## src/rtl/gate_tt_pkg.sv

```systemverilog
// rtl/gate_tt_pkg.sv - shared types and truth-table constants for the gate truth-table checker
package gate_tt_pkg;

  typedef enum logic [1:0] {
    IDLE,
    DRIVE,
    SAMPLE,
    DONE
  } state_t;

  // Settle counter width covers the full 1..255 settle range
  localparam int CNT_W = 8;

  localparam logic [3:0] TT_NAND = 4'b0111;
  localparam logic [3:0] TT_AND  = 4'b1000;
  localparam logic [3:0] TT_OR   = 4'b1110;
  localparam logic [3:0] TT_XOR  = 4'b0110;

endpackage

```

## src/rtl/gate_tt_settle_cnt.sv

```systemverilog
// rtl/gate_tt_settle_cnt.sv - loadable down-counter with terminal-count flag for input settling
module gate_tt_settle_cnt
  import gate_tt_pkg::*;
(
  input  logic             clk,
  input  logic             rst_n,
  input  logic             load,
  input  logic [CNT_W-1:0] load_val,
  input  logic             dec,
  output logic             tc
);

  logic [CNT_W-1:0] count;

  always_ff @(posedge clk or negedge rst_n) begin
    if (!rst_n) begin
      count <= '0;
    end else if (load) begin
      count <= load_val;
    end else if (dec && (count != '0)) begin
      count <= count - CNT_W'(1);
    end
  end

  // Flags the last settle cycle so the FSM leaves DRIVE after exactly load_val cycles
  assign tc = (count == CNT_W'(1));

endmodule

```

## config.mk

```make
export PLATFORM = sky130hd
export DESIGN_NAME = gate_tt_settle_cnt
export DESIGN_NICKNAME = d
export VERILOG_FILES = /design/src/rtl/gate_tt_pkg.sv /design/src/rtl/gate_tt_settle_cnt.sv
export SDC_FILE = /design/constraint.sdc
export NUM_CORES = 1
export LEC_CHECK = 0
export ABC_AREA = 1
export CAP_MARGIN = 20
export CORE_ASPECT_RATIO = 1.25
export CORE_UTILIZATION = 30
export CTS_BUF_LIST = sky130_fd_sc_hd__clkbuf_8
export DETAILED_ROUTE_END_ITERATION = 16
export HOLD_SLACK_MARGIN = 0.02
export PLACE_DENSITY = 0.57
export SYNTH_ARGS = -nofsm -noshare
export SYNTH_HDL_FRONTEND = slang
export SYNTH_SLANG_ARGS = --single-unit
```

## constraint.sdc

```tcl
create_clock -name clk -period 1.65 [get_ports clk]
set_input_delay 0.165 -clock clk [delete_from_list [all_inputs] [get_ports clk]]
set_output_delay 0.165 -clock clk [all_outputs]
set_load 0.1 [all_outputs]
```

# Word-level counts from Yosys, hierarchy flattened
# Cells that the tools add are included.
# totals
ff_bits,8
latch_bits,0
ram_bits,0
mem_bits_ro,0
inputBits,12
out_inout_bits,1
wordCells,8
memories,0
# classes
add_sub_neg,1
multipliers,0
div_mod_pow,0
n_lt_le_gt_ge,0
eq_ne,1
shift,0
mux,2
bitwise_logic,0
n_reduce_logical,3
# ops
op,count
8-bit 2-to-1 mux,2
"8-bit by 1-bit equality test with 1-bit output, second input constant",1
8-bit nonzero test,1
"8-bit by 1-bit subtractor with 8-bit output, second input constant",1
2-bit nonzero test,1
1-bit logical AND,1

# Longest topological paths before layout
# depth
word_depth,4
mapped_depth,8
depth_no_buf,8

# Worst setup path before layout
# Ideal clock, no wire load.
# synth_timing
path_kind,flip-flop to output port
from,register count[1]
to,output tc
arrival_time_ns,1.934
required_time_ns,1.485
path_slack_ns,-0.449
stages_incl_launch_ff,5
path_buffers,0
cell_sequence,dfrtp_1 -> inv_1 -> ha_1 -> nand2_1 -> nor2_1
# synth_between
elab_chain_cells,1
# synth_lines
item,line_no,text
from (decl),gate_tt_settle_cnt.sv:13,logic [CNT_W-1:0] count;
from (signal assigned),gate_tt_settle_cnt.sv:19,count <= load_val;
from (signal assigned),gate_tt_settle_cnt.sv:21,count <= count - CNT_W'(1);
8-bit by 1-bit equality test with 1-bit output,gate_tt_settle_cnt.sv:26,assign tc = (count == CNT_W'(1));
to (decl),gate_tt_settle_cnt.sv:10,output logic tc
# No other way between the ends.

# Worst setup path in the final report
# layout_timing
from,register count[3]
to,output tc
# The elaborated chain is that of the path after synthesis.

==> results.sh <==
export IMPL_cts_root_buf="clkbuf_8"
export IMPL_place_area_um2=786
export IMPL_outcome="complete, no violations"
export IMPL_min_period_ns=1.47
export IMPL_finalMaxSlewViolations=0
export IMPL_final_seq_area_um2=200
export IMPL_grt_pass1_vias=550
export IMPL_clk_latency_ns=0.23
export IMPL_rows=18
export IMPL_clockBufferDepth=2
export IMPL_place_congestion=0.798
export IMPL_top_register="count"
export IMPL_clk_pin_slew_worst_paths_ns=0.04
export IMPL_syn_area_um2=633
export IMPL_die_height_um=53.4
export IMPL_cp_data_required_time_ns=1.48
export IMPL_dieArea_um2=2300
export IMPL_tightest_slew_ns=0.432
export IMPL_most_common_layout_cells="nand2_1, nand3_1, clkdlybuf4s50_1, inv_1, dfrtp_1"
export IMPL_clkSinkCount=8
export IMPL_synthCells=90
export IMPL_coreArea_um2=1980
export IMPL_antenna_found_initial=0
export IMPL_startpoint_type="flop"
export IMPL_fp_dieW_um=43.1
export IMPL_tritoncts="built"
export IMPL_max_freq_ghz=0.681
export IMPL_largestRegisters="count x8"
export IMPL_postCtsSetupRepairBufs=0
export IMPL_multi_input_area_um2=389
export IMPL_drt_initial_drc_count=10
export IMPL_end_kind="output pin"
export IMPL_route_final_wire_length_um=1450
export IMPL_final_common_cell="nand2_1"
export IMPL_fin_nets=122
export IMPL_syn_nets=105
export IMPL_num_fill_cells=217
export IMPL_hp_class="in -> async"
export IMPL_finalClockSkew_ns=0.000393
export IMPL_yosysWarnings=0
export IMPL_hpwl_um=1060
export IMPL_dpl_worst_slack_ns=0.199
export IMPL_numCtsBuffers=3
export IMPL_grt_start_max_net_pins=12
export IMPL_min_period_over_period=0.891
export IMPL_drive_gt1_frac=0.143
export IMPL_syn_to_final_growth_pct=30.6
export IMPL_ys_types=17
export IMPL_maxSlewHeadroom=0.710
export IMPL_num_antenna_cells=0
export IMPL_pin_count=13
export IMPL_rsz0062_at_grt="false"
export IMPL_wl_per_cell_um=11.6
export IMPL_grt_overflow_total=0
export IMPL_leakage_nw=0.407
export IMPL_grt_pass1_wl_um=2480
export IMPL_htreeDepth=1
export IMPL_grtUsageTotal=0.154
export IMPL_finalHoldWorstSlack_ns=0.234
export IMPL_cp_arrival_ns=1.30
export IMPL_postLayoutCellArea_um2=827
export IMPL_ctsResizeCount=0
export IMPL_placement_io_buffers=12
export IMPL_ys_seq_area_frac=0.316
export IMPL_drtPass1Iterations=4
export IMPL_post_route_util=0.417
export IMPL_drc_errors=0
export IMPL_vias_per_cell=4.87
export IMPL_setup_tns_ns=0
export IMPL_hold_viol=0
export IMPL_via_count=609
export IMPL_cts_hold_buf=0
export IMPL_max_cap_viol_count=0
export IMPL_start_util=0.319
export IMPL_setup_slack_ns=0.181
export IMPL_syn_area_per_cell_um2=7.03
export IMPL_crit_fanout=6
export IMPL_ant_nets=0
export IMPL_largest_register_ffs=8
export IMPL_ys_ff_latch=8
export IMPL_path_class="reg -> out"
export IMPL_vdd_drop_max_mv=0.507
export IMPL_setup_viol=0
export IMPL_power_density_nw_per_um2=930
report_power, final:
group | leakage (nW) | switching [mW] | internal, mW | total (mW)
Sequential | 0.0977 | 0.0352 | 0.228 | 0.264
Combinational | 0.287 | 0.157 | 0.106 | 0.263
Clock | 0.0216 | 0.0837 | 0.159 | 0.242
Total | 0.407 | 0.276 | 0.493 | 0.769
layer usage:
layer | global-route usage | vias to the layer above | part of all wire
li1 | - | 316 | -
met1 | 0.173 | 278 | 0.46
met2 | 0.239 | 10 | 0.47
met3 | 0.0648 | 5 | 0.043
met4 | 0.0960 | 0 | 0.024
met5 | 0 | - | 0
critical path: stages, from the launching register on:
cell and delay (ns):
dfrtp_1 0.42, nor2_4 0.22, nand2_1 0.09, nor2_2 0.16, buf_12 0.19
through the flow:
step	cells	total power, mW
floorplan	90	0.452
global placement	122	0.527
detailed placement	122	0.528
CTS	125	0.780
global route	125	0.834
finish	125	0.769
cell families (layout without fill, tap and decap cells):
logic type	after synthesis	in the layout	share of synthesized area
buffers and inverters	10	25	0.0731
AND/OR/NAND/NOR	59	59	0.425
AO/OA/AOI/OAI	9	9	0.113
XOR/XNOR	1	1	0.0138
adder cells (fa/ha/maj)	3	3	0.0593
flip-flops	8	8	0.316
cells in the mapped netlist (all sizes together):
library cell | instances | area (µm²)
dlymetal6s2s | 1 | 12.5
ha | 3 | 37.5
dfrtp | 8 | 200
nand4 | 1 | 6.26
inv | 9 | 33.8
nand3 | 12 | 60.1
nand3b | 1 | 7.51
nor2 | 8 | 40.0
nor3 | 1 | 5.00
nand2 | 36 | 150
o21ai | 9 | 71.3
xnor2 | 1 | 8.76
path summary, 6_finish.rpt:
path                              from  slack [ns]  cells past startpoint        to
min                              rst_n        0.23                      1  count[6]
max in group asynchronous        rst_n        1.13                      1  count[3]
max reg2reg                   count[0]        0.20                      7  count[0]
min in group clk           load_val[6]        0.50                      3  count[6]
min reg2reg                   count[1]        0.59                      2  count[1]
max                           count[3]        0.18                      4        tc
cell type report:
type                       count  area share
inverter                       9      0.0408
multi-input combinational     72       0.470
sequential                     8       0.242
tap                           20      0.0303
clock buffer                   3      0.0499
timing repair buffer          13       0.166
Power figures use the tool's default switching activity.
